==> src/rtl/wb_daq_sample_fifo.sv <==
// DAQ front end: decimates ADC samples, packs pairs into 32-bit words and
// buffers them in a first-word-fall-through FIFO drained by the bus master.
module wb_daq_sample_fifo #(
    parameter int DEPTH_LOG2 = 4,
    parameter int SW         = 16
) (
    input  logic                  wb_clk,
    input  logic                  wb_rst_n,
    input  logic                  enable_i,
    input  logic                  clear_i,
    input  logic [15:0]           decim_i,
    input  logic [DEPTH_LOG2:0]   threshold_i,
    input  logic [SW-1:0]         adc_data_i,
    input  logic                  adc_valid_i,
    input  logic                  rd_en_i,
    output logic [2*SW-1:0]       rd_data_o,
    output logic                  empty_o,
    output logic                  full_o,
    output logic [DEPTH_LOG2:0]   level_o,
    output logic                  data_req_o,
    output logic                  overflow_o
);

    localparam int DEPTH = 1 << DEPTH_LOG2;
    localparam int PW    = DEPTH_LOG2 + 1;

    logic [15:0]     dcnt_q, dcnt_d;
    logic            half_q, half_d;
    logic [SW-1:0]   lo_q, lo_d;
    logic [PW-1:0]   wr_ptr_q, wr_ptr_d;
    logic [PW-1:0]   rd_ptr_q, rd_ptr_d;
    logic            ovf_q, ovf_d;
    logic            dreq_q, dreq_d;

    logic [2*SW-1:0] mem [DEPTH];

    logic [16:0]     decim_eff;
    logic [16:0]     dcnt_inc;
    logic            accept;
    logic            push;
    logic            pop;
    logic            push_ok;
    logic            drop;
    logic [2*SW-1:0] push_word;

    assign empty_o    = (wr_ptr_q == rd_ptr_q);
    assign full_o     = (wr_ptr_q[DEPTH_LOG2] != rd_ptr_q[DEPTH_LOG2]) &&
                        (wr_ptr_q[DEPTH_LOG2-1:0] == rd_ptr_q[DEPTH_LOG2-1:0]);
    assign level_o    = wr_ptr_q - rd_ptr_q;
    assign rd_data_o  = mem[rd_ptr_q[DEPTH_LOG2-1:0]];
    assign data_req_o = dreq_q;
    assign overflow_o = ovf_q;

    // A ratio of 0 behaves like 1; 17-bit compare avoids wrap at decim_i=0xFFFF.
    assign decim_eff = (decim_i == 16'd0) ? 17'd1 : {1'b0, decim_i};
    assign dcnt_inc  = {1'b0, dcnt_q} + 17'd1;
    assign accept    = adc_valid_i & enable_i & (dcnt_q == 16'd0);
    assign push      = accept & half_q;
    assign push_word = {adc_data_i, lo_q};

    // A pop frees the slot in the same cycle, so a push into a full FIFO still lands.
    assign pop     = rd_en_i & ~empty_o & ~clear_i;
    assign push_ok = push & (~full_o | pop) & ~clear_i;
    assign drop    = push & full_o & ~pop & ~clear_i;

    always_comb begin
        dcnt_d   = dcnt_q;
        half_d   = half_q;
        lo_d     = lo_q;
        wr_ptr_d = wr_ptr_q;
        rd_ptr_d = rd_ptr_q;
        ovf_d    = ovf_q;
        dreq_d   = (threshold_i != '0) && (level_o >= threshold_i);

        if (clear_i) begin
            dcnt_d   = '0;
            half_d   = 1'b0;
            wr_ptr_d = '0;
            rd_ptr_d = '0;
            ovf_d    = 1'b0;
        end else begin
            if (!enable_i) begin
                dcnt_d = '0;
                half_d = 1'b0;
            end else if (adc_valid_i) begin
                dcnt_d = (dcnt_inc >= decim_eff) ? 16'd0 : dcnt_inc[15:0];
                if (accept) begin
                    if (half_q) begin
                        half_d = 1'b0;
                    end else begin
                        lo_d   = adc_data_i;
                        half_d = 1'b1;
                    end
                end
            end
            if (push_ok) wr_ptr_d = wr_ptr_q + 1'b1;
            if (pop)     rd_ptr_d = rd_ptr_q + 1'b1;
            if (drop)    ovf_d    = 1'b1;
        end
    end

    always_ff @(posedge wb_clk or negedge wb_rst_n) begin
        if (!wb_rst_n) begin
            dcnt_q   <= '0;
            half_q   <= 1'b0;
            lo_q     <= '0;
            wr_ptr_q <= '0;
            rd_ptr_q <= '0;
            ovf_q    <= 1'b0;
            dreq_q   <= 1'b0;
        end else begin
            dcnt_q   <= dcnt_d;
            half_q   <= half_d;
            lo_q     <= lo_d;
            wr_ptr_q <= wr_ptr_d;
            rd_ptr_q <= rd_ptr_d;
            ovf_q    <= ovf_d;
            dreq_q   <= dreq_d;
        end
    end

    always_ff @(posedge wb_clk) begin
        if (push_ok) mem[wr_ptr_q[DEPTH_LOG2-1:0]] <= push_word;
    end

endmodule

==> config.mk <==
export PLATFORM = sky130hd
export DESIGN_NAME = wb_daq_sample_fifo
export DESIGN_NICKNAME = d
export VERILOG_FILES = /design/src/rtl/wb_daq_sample_fifo.sv
export SDC_FILE = /design/constraint.sdc
export NUM_CORES = 1
export LEC_CHECK = 0
export CAP_MARGIN = 30
export CORE_ASPECT_RATIO = 1.75
export CORE_UTILIZATION = 50
export DETAILED_ROUTE_END_ITERATION = 8
export GPL_TIMING_DRIVEN = 0
export HOLD_SLACK_MARGIN = 0.1
export PLACE_DENSITY = 0.78
export SETUP_SLACK_MARGIN = 0.2
export SLEW_MARGIN = 20
export SYNTH_ARGS = -nofsm -noshare
export SYNTH_HDL_FRONTEND = slang
export SYNTH_SLANG_ARGS = --single-unit
==> constraint.sdc <==
create_clock -name wb_clk -period 7.2 [get_ports wb_clk]
set_input_delay 1.8 -clock wb_clk [delete_from_list [all_inputs] [get_ports wb_clk]]
set_output_delay 1.8 -clock wb_clk [all_outputs]
set_load 0.02 [all_outputs]
After elaboration in Yosys (flattened, before gate mapping)
Memories as Yosys holds them, arrays and structs flattened. Cells that the tools add are included.

Eq/ne operators: 5. $add $sub $neg: 4. Mux-type cells: 18. Magnitude comparators: 2. Reductions and logical operators: 10. Bitwise gates (word level): 16.

Operators with widths (number): 16-bit two-way mux (5); 16-bit zero test (2); 5-bit two-way mux (4); 16-bit by 1-bit adder with 17-bit output (second input constant) (1); 17-bit by 16-bit >= comparator with 1-bit output (1); 5-bit by 1-bit adder with 5-bit output (second input constant) (2); 1-bit AND (10); 1-bit two-way mux (9); 3-bit by 1-bit inequality test with 1-bit output (second input constant) (2); 2-bit nonzero test (3); 5-bit equality test (1); 5-bit >= comparator (1); 1-bit inverter (5); 5-bit AND reduction (1); 5-bit nonzero test (1); 5-bit subtractor (1); 4-bit equality test (1); 1-bit logical AND (2); 2-bit AND reduction (1); 1-bit inequality test (1); 1-bit bitwise OR (1).

Bits in writable memories: 512. Memories: 1. Output and inout port bits: 41. Flip-flop bits (word level): 45. Word-level logic and storage cells: 63. Bits of input ports: 43.

Memory list: mem (depth 16, bits a word 32, read ports 1, clocked after Yosys merged registers in 0, wr ports 1, line 35) `logic [2*SW-1:0] mem [DEPTH];`.

Depth between registers and ports, before layout
Gate-level depths: netlist of the first run.

Depth after elaboration: 9. Depth in mapped cells: 15. Gate-level depth less buffers: 14.

Worst setup path after synthesis of the first run
Ideal clock, no wire load.

Path kind: input to register. Start: in adc_valid_i. End: mem mem[0][0] (netlist name), enable pin. Setup slack: 1580 ps. Buffers on the path: 0. Data required time: 6739 ps. Arrival: 5159 ps. Library setup time: 461 ps. Stages: 5. Cells stage by stage: nor4b_2 > nand4b_2 > a2111oi_4 > nand3b_1 > nor3_1.

Longest elaborated chain between the ends: 7.

RTL lines: start: declaration (line 14) `input logic adc_valid_i,`; 1-bit AND (2 in a row) (line 57) `assign accept = adc_valid_i & enable_i & (dcnt_q == 16'd0);`; 1-bit AND (line 58) `assign push = accept & half_q;`; 1-bit AND (2 in a row) (line 63) `assign push_ok = push & (~full_o | pop) & ~clear_i;`; 1-bit two-way mux (line 123) `if (push_ok) mem[wr_ptr_q[DEPTH_LOG2-1:0]] <= push_word;`; 1-bit two-way mux (not written as such) (line 123); end: declaration (line 35).

Every way passes these cells.

Worst setup path after layout of the first run
Start: reg rd_ptr_q[1]. End: out level_o[4].

Longest elaborated chain between the ends: 1.

RTL lines: start: declaration (line 31) `logic [PW-1:0] rd_ptr_q, rd_ptr_d;`; start signal: assignment (line 116) `rd_ptr_q <= rd_ptr_d;`; 5-bit subtractor (line 49) `assign level_o = wr_ptr_q - rd_ptr_q;`; end: declaration (line 19) `output logic [DEPTH_LOG2:0] level_o,`.

Every way passes these cells.

==> report_table.html, run 1 <==
<table>
<tr><th>Metric</th><th>Value</th></tr>
<tr><th colspan="2">Synthesis</th></tr>
<tr><td>Synth Area per Inst</td><td>roughly 21 sq um</td></tr>
<tr><td>Distinct cell type count after synthesis</td><td>48</td></tr>
<tr><td>Register bit count reported by yosys</td><td>557</td></tr>
<tr><td>Asr flop ratio synth</td><td>under 10%</td></tr>
<tr><td>Number of flops mapped to enable cells by yosys</td><td>about 510</td></tr>
<tr><td>Gate count of the mapped netlist</td><td>between 1000 and 1500</td></tr>
<tr><td>Synth Net Count</td><td>approximately 1100</td></tr>
<tr><td>Share of the yosys chip area belonging to registers</td><td>between 70 and 80%</td></tr>
<tr><td>Netlist area before placement</td><td>about 22000 sq um</td></tr>
<tr><td>Prevailing post-synth register cell</td><td>sky130_fd_sc_hd__edfxtp_1</td></tr>
<tr><td>Count of synthesis-stage warnings from yosys</td><td>0</td></tr>
<tr><th colspan="2">Placement</th></tr>
<tr><td>Area of placed instances</td><td>24800 sq um</td></tr>
<tr><td>Worst slack, placed</td><td>1.58 ns</td></tr>
<tr><td>Weighted congestion at the end of routability-driven global placement</td><td>between 0.8 and 0.9</td></tr>
<tr><td>DP Wirelength</td><td>35000 um</td></tr>
<tr><td>DP Cell Count</td><td>between 1500 and 2000</td></tr>
<tr><td>Count of buffers from port buffering</td><td>83</td></tr>
<tr><th colspan="2">Route</th></tr>
<tr><td>Violation count after the first detailed-route iteration</td><td>~960</td></tr>
<tr><td>Detailed Route WL</td><td>52800 um</td></tr>
<tr><td>Routed WL per cell</td><td>around 29 um</td></tr>
<tr><td>Count of vias placed by the detailed router</td><td>between 10000 and 15000</td></tr>
<tr><td>Number of nets with antenna violations after routing</td><td>0</td></tr>
<tr><td>Number of DRC violations after detailed routing</td><td>0</td></tr>
<tr><td>Total iterations of the first detailed-routing run</td><td>7</td></tr>
<tr><td>Detailed-route vias per instance</td><td>6.22</td></tr>
<tr><th colspan="2">STA</th></tr>
<tr><td>Setup repair after global routing missed its margin</td><td>no</td></tr>
<tr><td>Largest clock skew in the final design</td><td>0.0175 ns</td></tr>
<tr><td>Count of endpoints failing setup in the final report</td><td>0</td></tr>
<tr><td>Maximum clock rate</td><td>about 160 MHz</td></tr>
<tr><td>Setup TNS Final</td><td>0 ns</td></tr>
<tr><td>Transition at the pin with the smallest max-transition slack</td><td>roughly 1.0 ns</td></tr>
<tr><td>Slack of the critical path</td><td>0.969 ns</td></tr>
<tr><td>Relative slew slack</td><td>33.0%</td></tr>
<tr><td>Count of final max-slew check failures</td><td>0</td></tr>
<tr><td>Final Hold Vio Count</td><td>0</td></tr>
<tr><td>Share of the clock period used by the worst path</td><td>roughly 87%</td></tr>
<tr><td>Final critical-path required period</td><td>around 6.2 ns</td></tr>
<tr><th colspan="2">Clock tree</th></tr>
<tr><td>CTS tree</td><td>yes</td></tr>
<tr><td>Clock Path Buffers</td><td>3</td></tr>
<tr><td>Clock Sink Count</td><td>around 560</td></tr>
<tr><td>Cts bufs inserted</td><td>45</td></tr>
<tr><td>Post_cts resized</td><td>0</td></tr>
<tr><td>Cell at the root of the clock tree</td><td>sky130_fd_sc_hd__clkbuf_16</td></tr>
<tr><td>Setup bufs post-CTS</td><td>0</td></tr>
<tr><td>Clock network latency to the later pin of the worst-skew pair</td><td>between 0.5 and 0.6 ns</td></tr>
<tr><td>CTS H-tree depth</td><td>2</td></tr>
<tr><td>Clock transition at the register clock pins on the worst setup and hold paths after CTS</td><td>0.06 ns</td></tr>
<tr><td>Number of hold-repair buffers added at the cts stage</td><td>0</td></tr>
<tr><th colspan="2">Final layout</th></tr>
<tr><td>Most frequent standard cell in the layout excluding fill and tap cells</td><td>sky130_fd_sc_hd__edfxtp_1</td></tr>
<tr><td>Layout cell share with drive strength beyond 1</td><td>25.9%</td></tr>
<tr><td>Combined flip-flop and latch cell area</td><td>16500 sq um</td></tr>
<tr><td>Leading cell types in the layout, fill and taps excluded</td><td>sky130_fd_sc_hd__edfxtp_1, sky130_fd_sc_hd__mux4_2, sky130_fd_sc_hd__clkdlybuf4s50_1, sky130_fd_sc_hd__clkbuf_16, sky130_fd_sc_hd__dfrtp_1</td></tr>
<tr><td>Non-filler cells, final</td><td>between 1500 and 2000</td></tr>
<tr><td>Design Area, Final</td><td>roughly 26000 sq um</td></tr>
<tr><td>Final Util</td><td>between 50% and 60%</td></tr>
<tr><td>Fill cell total of the finished layout</td><td>roughly 3000</td></tr>
<tr><td>Area growth syn-to-layout</td><td>17.5%</td></tr>
<tr><td>Number of antenna diodes</td><td>0</td></tr>
<tr><td>Post-layout nets</td><td>between 1000 and 1500</td></tr>
<tr><td>Multi-input combinational cell area</td><td>5570 sq um</td></tr>
<tr><th colspan="2">Pwr</th></tr>
<tr><td>Peak supply drop</td><td>around 0.16 mV</td></tr>
<tr><td>Power density over the cells</td><td>between 200 and 250 nW/um^2</td></tr>
<tr><td>Leak Pwr</td><td>roughly 8.5 nW</td></tr>
<tr><th colspan="2">Floorplan</th></tr>
<tr><td>X dimension of the die</td><td>approximately 160 um</td></tr>
<tr><td>Number of standard-cell rows in the floorplan</td><td>102</td></tr>
<tr><td>Starting density of the core</td><td>between 50% and 60%</td></tr>
<tr><td>I/O pin total</td><td>84</td></tr>
<tr><td>Y dimension of the die</td><td>roughly 280 um</td></tr>
<tr><td>Total die area</td><td>between 40000 and 50000 sq um</td></tr>
<tr><td>Area of the placeable core</td><td>between 40000 and 50000 sq um</td></tr>
<tr><th colspan="2">Global route</th></tr>
<tr><td>GR Layer Usage met3</td><td>under 10%</td></tr>
<tr><td>GR met1 Demand/Resource</td><td>between 20% and 30%</td></tr>
<tr><td>GRT Max-Usage Layer</td><td>met2</td></tr>
<tr><td>Global-route wire length before repair</td><td>between 70000 and 80000 um</td></tr>
<tr><td>Global-route congestion overflow total</td><td>0</td></tr>
<tr><td>Number of antenna violations at the first check in global routing</td><td>1</td></tr>
<tr><td>Total GRT Usage</td><td>between 20 and 25%</td></tr>
<tr><td>Met2 Usage GRT</td><td>44.3%</td></tr>
<tr><td>Number of global-route vias before repair</td><td>12300</td></tr>
<tr><td>Largest net degree at the start of global routing</td><td>29</td></tr>
<tr><th colspan="2">Worst setup path</th></tr>
<tr><td>Maximum fanout count along the critical path</td><td>10</td></tr>
<tr><td>Reg-to-reg setup timing slack</td><td>1.70 ns</td></tr>
<tr><td>Crit path to</td><td>level_o[4]</td></tr>
<tr><td>Launch point of the worst path</td><td>rd_ptr_q[1]$_DFFE_PN0P_</td></tr>
<tr><td>CP Capture Type</td><td>output pin</td></tr>
<tr><td>Cells on worst reg2reg path</td><td>13</td></tr>
<tr><td>Setup Crit Path Kind</td><td>flop to output pin</td></tr>
<tr><td>Endpoint of the worst-slack reg-to-reg timing path</td><td>mem[0][7]$_DFFE_PP_</td></tr>
<tr><td>Launch instance of the worst register-to-register path</td><td>rd_ptr_q[1]$_DFFE_PN0P_</td></tr>
<tr><td>Crit path DAT</td><td>4.43 ns</td></tr>
<tr><td>Critical path launch point type</td><td>flop</td></tr>
<tr><td>Critical path data required time</td><td>roughly 5.4 ns</td></tr>
<tr><th colspan="2">Job</th></tr>
<tr><td>Max-capacitance violation count</td><td>0</td></tr>
<tr><th colspan="2">Min path</th></tr>
<tr><td>Min-Delay Path Class</td><td>flop to flop</td></tr>
<tr><td>Hold Startpoint</td><td>overflow_o$_DFFE_PN0P_</td></tr>
<tr><th colspan="2">Outcome</th></tr>
<tr><td>Run status</td><td>finished clean</td></tr>
</table>
-- report_power, final --
group	internal, W	switching [W]
sequential	0.00368	0.000144
combinational	0.0000831	0.0000858
clock	0.00128	0.00112
total	0.00505	0.00134
-- logic make-up (layout without fill, tap and decap cells) --
group	count (synthesis)	count (layout)	share of synthesized area [%]
AOI/OAI and AO/OA	44	44	1.35
DFF	557	557	74.0
adders and majority gates	33	33	1.88
muxes	178	178	17.0
and+or+nand+nor	137	137	3.30
buffers and inverters	81	295	1.55
xor gates and xnor gates	23	23	0.903
-- metrics by stage --
stage | power, W | hold slack [ns]
global route | 0.00655 | 0.575
detailed placement | 0.00406 | 0.513
floorplan | 0.00391 | 0.500
finish | 0.00639 | 0.545
global placement | 0.00404 | 0.516
CTS | 0.00642 | 0.545
-- per-layer routing --
layer / up-vias / wire length, um
met4: 2 / 2860
met2: 633 / 29100
met3: 183 / 3640
li1: 4681 / -
met5: - / 11
met1: 5932 / 17200
-- critical path, cell delays in order, from the launching register on --
cell and delay, ns:
sky130_fd_sc_hd__dfrtp_1 0.38, sky130_fd_sc_hd__clkbuf_1 0.34, sky130_fd_sc_hd__clkbuf_1 0.64, sky130_fd_sc_hd__clkbuf_1 0.68, sky130_fd_sc_hd__inv_1 0.19, sky130_fd_sc_hd__fa_1 0.48, sky130_fd_sc_hd__a21o_1 0.18, sky130_fd_sc_hd__a21oi_1 0.18
sky130_fd_sc_hd__xnor2_1 0.17, sky130_fd_sc_hd__clkdlybuf4s50_1 0.64
-- area by class of cell --
cell class                 count  share of cell area, %
inverter                      37                  0.530
tap                          572                   2.73
sequential                   557                   63.0
buffer                        44                  0.797
clock buffer                  63                   4.87
clock inverter                20                  0.525
timing repair buffer         131                   6.31
multi-input combinational    415                   21.3
-- sequential cells by signal, indices dropped and copies added, names as in the netlist --
name and count:
mem 512, dcnt_q 16, data_req_o 1, overflow_o 1, wr_ptr_q 5, half_q 1, rd_ptr_q 5, lo_q 16
-- worst min path at each step --
stage | end | cells after the start
global route | dcnt_q[15]$_DFFE_PN0P_ | 1
detailed placement | overflow_o$_DFFE_PN0P_ | 2
global placement | overflow_o$_DFFE_PN0P_ | 2
finish | overflow_o$_DFFE_PN0P_ | 2
floorplan | dcnt_q[15]$_DFFE_PN0P_ | 1
CTS | dcnt_q[15]$_DFFE_PN0P_ | 1
-- cells in the mapped netlist (all sizes together) (11+ instances only) --
cell type	n	area, sq um
nand2b	13	81.3
xnor2	17	149
ha	32	400
clkbuf	21	78.8
mux2	16	180
edfxtp	512	15400
nand4	13	81.3
buf	23	129
inv	37	139
a21o	11	82.6
dfrtp	45	1130
nand2	35	134
mux4	160	3600
nor2	35	131
a21oi	14	70.1
Power figures use the tool's default switching activity.
==> run 2, diff against run 1 <==
- CELL_PAD_IN_SITES_DETAIL_PLACEMENT: default -> 0
- CELL_PAD_IN_SITES_GLOBAL_PLACEMENT: default -> 2
- CORE_UTILIZATION: 50 -> 48
- PLACE_DENSITY: 0.78 -> 0.9
==> run 2 against run 1 <==
  * Clock skew rose by 0.0072 ns
  * Die area increased by 4.1%
  * Combinational power barely moved
  * Flip-flop and latch count did not move
  * Cell area is 0.56% higher
  * Worst setup slack better by 0.17 ns
  * Power is 2.2% higher
  * Count of clock-buffer cells in the layout down 1
  * Critical path depth stayed put
  * Fmax grew 2.8%
  * Utilization is 2.0 points lower
  * Largest cell class unchanged
  * Largest power group unchanged
==> report_table.html, run 2 (same netlist as run 1, synthesis figures left out) <==
<table>
<tr><th>Metric</th><th>Value</th></tr>
<tr><th colspan="2">Outcome</th></tr>
<tr><td>Run status</td><td>finished clean (unchanged)</td></tr>
<tr><th colspan="2">Route</th></tr>
<tr><td>Detailed Route WL</td><td>52200 um (was 52800 um)</td></tr>
<tr><td>Detailed-route vias per instance</td><td>6.00 (was 6.22)</td></tr>
<tr><td>Number of DRC violations after detailed routing</td><td>0 (unchanged)</td></tr>
<tr><td>Number of nets with antenna violations after routing</td><td>0 (unchanged)</td></tr>
<tr><td>Routed WL per cell</td><td>28.2 um (was 28.7 um)</td></tr>
<tr><td>Count of vias placed by the detailed router</td><td>11100 (was 11400)</td></tr>
<tr><td>Total iterations of the first detailed-routing run</td><td>5 (was 7)</td></tr>
<tr><td>Violation count after the first detailed-route iteration</td><td>983 (was 957)</td></tr>
<tr><th colspan="2">Clock tree</th></tr>
<tr><td>Clock Path Buffers</td><td>3 (unchanged)</td></tr>
<tr><td>Setup bufs post-CTS</td><td>0 (unchanged)</td></tr>
<tr><td>Cell at the root of the clock tree</td><td>sky130_fd_sc_hd__clkbuf_16 (unchanged)</td></tr>
<tr><td>Clock transition at the register clock pins on the worst setup and hold paths after CTS</td><td>0.06 ns (about the same)</td></tr>
<tr><td>Clock Sink Count</td><td>557 (unchanged)</td></tr>
<tr><td>Clock network latency to the later pin of the worst-skew pair</td><td>0.58 ns (was 0.56 ns)</td></tr>
<tr><td>CTS tree</td><td>yes (unchanged)</td></tr>
<tr><td>CTS H-tree depth</td><td>2 (unchanged)</td></tr>
<tr><td>Post_cts resized</td><td>0 (unchanged)</td></tr>
<tr><td>Cts bufs inserted</td><td>45 (unchanged)</td></tr>
<tr><td>Number of hold-repair buffers added at the cts stage</td><td>0 (unchanged)</td></tr>
<tr><th colspan="2">STA</th></tr>
<tr><td>Setup repair after global routing missed its margin</td><td>no (unchanged)</td></tr>
<tr><td>Share of the clock period used by the worst path</td><td>84.2% (was 86.5%)</td></tr>
<tr><td>Count of final max-slew check failures</td><td>0 (unchanged)</td></tr>
<tr><td>Final Hold Vio Count</td><td>0 (unchanged)</td></tr>
<tr><td>Count of endpoints failing setup in the final report</td><td>0 (unchanged)</td></tr>
<tr><td>Final critical-path required period</td><td>6.06 ns (was 6.23 ns)</td></tr>
<tr><td>Transition at the pin with the smallest max-transition slack</td><td>0.960 ns (was 1.00 ns)</td></tr>
<tr><td>Relative slew slack</td><td>36.0% (was 33.0%)</td></tr>
<tr><td>Maximum clock rate</td><td>165 MHz (was 160 MHz)</td></tr>
<tr><td>Largest clock skew in the final design</td><td>0.0246 ns (was 0.0175 ns)</td></tr>
<tr><th colspan="2">Floorplan</th></tr>
<tr><td>X dimension of the die</td><td>165 um (was 162 um)</td></tr>
<tr><td>Starting density of the core</td><td>48.6% (was 50.5%)</td></tr>
<tr><td>Y dimension of the die</td><td>287 um (was 281 um)</td></tr>
<tr><td>Number of standard-cell rows in the floorplan</td><td>104 (was 102)</td></tr>
<tr><td>Total die area</td><td>47400 sq um (was 45500 sq um)</td></tr>
<tr><td>I/O pin total</td><td>84 (unchanged)</td></tr>
<tr><td>Area of the placeable core</td><td>45900 sq um (was 44200 sq um)</td></tr>
<tr><th colspan="2">Final layout</th></tr>
<tr><td>Post-layout nets</td><td>1308 (was 1307)</td></tr>
<tr><td>Most frequent standard cell in the layout excluding fill and tap cells</td><td>sky130_fd_sc_hd__edfxtp_1 (unchanged)</td></tr>
<tr><td>Leading cell types in the layout, fill and taps excluded</td><td>sky130_fd_sc_hd__edfxtp_1, sky130_fd_sc_hd__mux4_2, sky130_fd_sc_hd__clkdlybuf4s50_1, sky130_fd_sc_hd__clkbuf_16, sky130_fd_sc_hd__dfrtp_1 (unchanged)</td></tr>
<tr><td>Max FFs per register</td><td>512 (unchanged)</td></tr>
<tr><td>Design Area, Final</td><td>26400 sq um (was 26200 sq um)</td></tr>
<tr><td>Area growth syn-to-layout</td><td>18.1% (was 17.5%)</td></tr>
<tr><td>Non-filler cells, final</td><td>1852 (was 1839)</td></tr>
<tr><td>Layout cell share with drive strength beyond 1</td><td>26.1% (was 25.9%)</td></tr>
<tr><th colspan="2">Placement</th></tr>
<tr><td>Weighted congestion at the end of routability-driven global placement</td><td>0.798 (was 0.875)</td></tr>
<tr><td>DP Wirelength</td><td>35000 um (about the same)</td></tr>
<tr><td>Count of buffers from port buffering</td><td>83 (unchanged)</td></tr>
<tr><td>DP Cell Count</td><td>1768 (was 1754)</td></tr>
<tr><td>Area of placed instances</td><td>24800 sq um (about the same)</td></tr>
<tr><th colspan="2">Global route</th></tr>
<tr><td>Largest net degree at the start of global routing</td><td>19 (was 29)</td></tr>
<tr><td>Number of global-route vias before repair</td><td>11700 (was 12300)</td></tr>
<tr><td>Number of antenna violations at the first check in global routing</td><td>2 (was 1)</td></tr>
<tr><td>Global-route congestion overflow total</td><td>0 (unchanged)</td></tr>
<tr><td>Total GRT Usage</td><td>23.0% (was 24.1%)</td></tr>
<tr><td>Global-route wire length before repair</td><td>76200 um (was 78000 um)</td></tr>
<tr><th colspan="2">Worst setup path</th></tr>
<tr><td>Cell type group with the largest total delay on the critical path</td><td>buffers and inverters (unchanged)</td></tr>
<tr><td>Maximum fanout count along the critical path</td><td>10 (unchanged)</td></tr>
<tr><td>Critical path launch point type</td><td>flop (unchanged)</td></tr>
<tr><td>Setup Crit Path Kind</td><td>flop to output pin (unchanged)</td></tr>
<tr><td>Crit path DAT</td><td>4.26 ns (was 4.43 ns)</td></tr>
<tr><td>Count of buffer and inverter cells on the critical path</td><td>5 (unchanged)</td></tr>
<tr><td>Delay of the slowest cell on the worst path</td><td>0.73 ns (was 0.68 ns)</td></tr>
<tr><td>Most frequent CP cell</td><td>sky130_fd_sc_hd__clkbuf_1 (unchanged)</td></tr>
<tr><td>CP Capture Type</td><td>output pin (unchanged)</td></tr>
<tr><td>Cell at the slowest stage of the critical path</td><td>sky130_fd_sc_hd__clkbuf_1 (unchanged)</td></tr>
<tr><td>Critical path data required time</td><td>5.40 ns (about the same)</td></tr>
<tr><td>Worst-path cell chain</td><td>clkbuf_1, clkbuf_1, clkbuf_1, inv_1, fa_1, a21o_1, a21oi_1, xnor2_1, clkdlybuf4s50_1 (unchanged)</td></tr>
<tr><th colspan="2">Pwr</th></tr>
<tr><td>Sw frac</td><td>20.7% (was 21.0%)</td></tr>
<tr><td>Clock power share</td><td>38.9% (was 37.5%)</td></tr>
<tr><td>Internal cell power</td><td>0.00518 W (was 0.00505 W)</td></tr>
<tr><td>NetSw</td><td>0.00135 W (was 0.00134 W)</td></tr>
<tr><td>Power density over the cells</td><td>248 nW/um^2 (was 244 nW/um^2)</td></tr>
<tr><td>Combinational Power Share</td><td>2.6% (about the same)</td></tr>
<tr><td>Peak supply drop</td><td>0.206 mV (was 0.162 mV)</td></tr>
<tr><td>Portion of total power attributed to sequential cells</td><td>58.5% (was 59.8%)</td></tr>
<tr><td>Leak Pwr</td><td>8.60 nW (was 8.53 nW)</td></tr>
<tr><th colspan="2">Min path</th></tr>
<tr><td>Min-Delay Path Class</td><td>flop to flop (unchanged)</td></tr>
<tr><th colspan="2">Job</th></tr>
<tr><td>Max-capacitance violation count</td><td>0 (unchanged)</td></tr>
</table>
[run 2: final cells by class]
cell class,instances,area [sq um]
buffer,44,209
clock buffer,62,1260
antenna,1,2.50
inverter,37,139
sequential,557,16500
tap,583,729
timing repair buffer,132,1680
fill,3245,19600
multi-input combinational,415,5570
clock inverter,21,256
[run 2: worst paths after layout]
kind | from | cells after the start | to | slack (ns)
worst max-delay path | rd_ptr_q[1]$_DFFE_PN0P_ | 9 | level_o[4] | 1.14
worst min-delay path | overflow_o$_DFFE_PN0P_ | 2 | overflow_o$_DFFE_PN0P_ | 0.53
worst max register to register | rd_ptr_q[1]$_DFFE_PN0P_ | 12 | mem[15][4]$_DFFE_PP_ | 2.11
worst min register to register | overflow_o$_DFFE_PN0P_ | 2 | overflow_o$_DFFE_PN0P_ | 0.53
max in group asynchronous | wb_rst_n | 3 | lo_q[9]$_DFFE_PN0P_ | 5.42
min in group asynchronous | wb_rst_n | 1 | dcnt_q[15]$_DFFE_PN0P_ | 1.16
[run 2: tightest hold or removal path, cell delays in order (launching register included)]
cell	delay, ns
sky130_fd_sc_hd__dfrtp_1	0.36
sky130_fd_sc_hd__a31oi_1	0.05
sky130_fd_sc_hd__nor2_1	0.08
[run 2: through the flow]
stage | hold WS (ns) | utilization, % | worst slack (ns) | TNS, ns | total power (W)
2_1_floorplan | 0.500 | - | 1.58 | 0 | 0.00391
3_3_place_gp | 0.505 | 52.0 | -2.00 | -263.80 | 0.00404
3_5_place_dp | 0.496 | 54.1 | 1.76 | 0 | 0.00406
4_1_cts | 0.533 | 57.4 | 1.12 | 0 | 0.00656
5_1_grt | 0.556 | 57.4 | 1.03 | 0 | 0.00669
6_report | 0.532 | 57.4 | 1.14 | 0 | 0.00653
[run 2: power by group through the flow]
stage / Clock, W / Combinational (W) / Sequential [W]
2_1_floorplan: 0 / 0.0000836 / 0.00383
3_3_place_gp: 0 / 0.000159 / 0.00388
3_5_place_dp: 0 / 0.000171 / 0.00389
4_1_cts: 0.00257 / 0.000172 / 0.00382
5_1_grt: 0.00267 / 0.000183 / 0.00383
6_report: 0.00254 / 0.000170 / 0.00382
[run 2: routing by layer]
layer / GRT usage (%) / part of all wire [%] / vias to the layer above
met4: 10.3 / 4.4 / 2
met1: 25.7 / 34 / 5829
met2: 43.0 / 56 / 479
met3: 3.04 / 5.6 / 130
li1: - / - / 4673
met5: 0 / 0.021 / -
==> run 3, diff against run 2 <==
- clock period: 7.2 -> 6.1 ns (I/O delays scaled with it)
==> results of run 3 <==
The final DEF is identical to that of run 2. Status: finished clean.
Main changes from that run: setup slack after placement 1.76 ns -> 0.937 ns; setup slack after layout 1.14 ns -> 0.313 ns; register-to-register setup slack 2.11 ns -> 1.01 ns; total power 0.00653 W -> 0.00771 W; worst IR drop on VDD 0.206 mV -> 0.244 mV
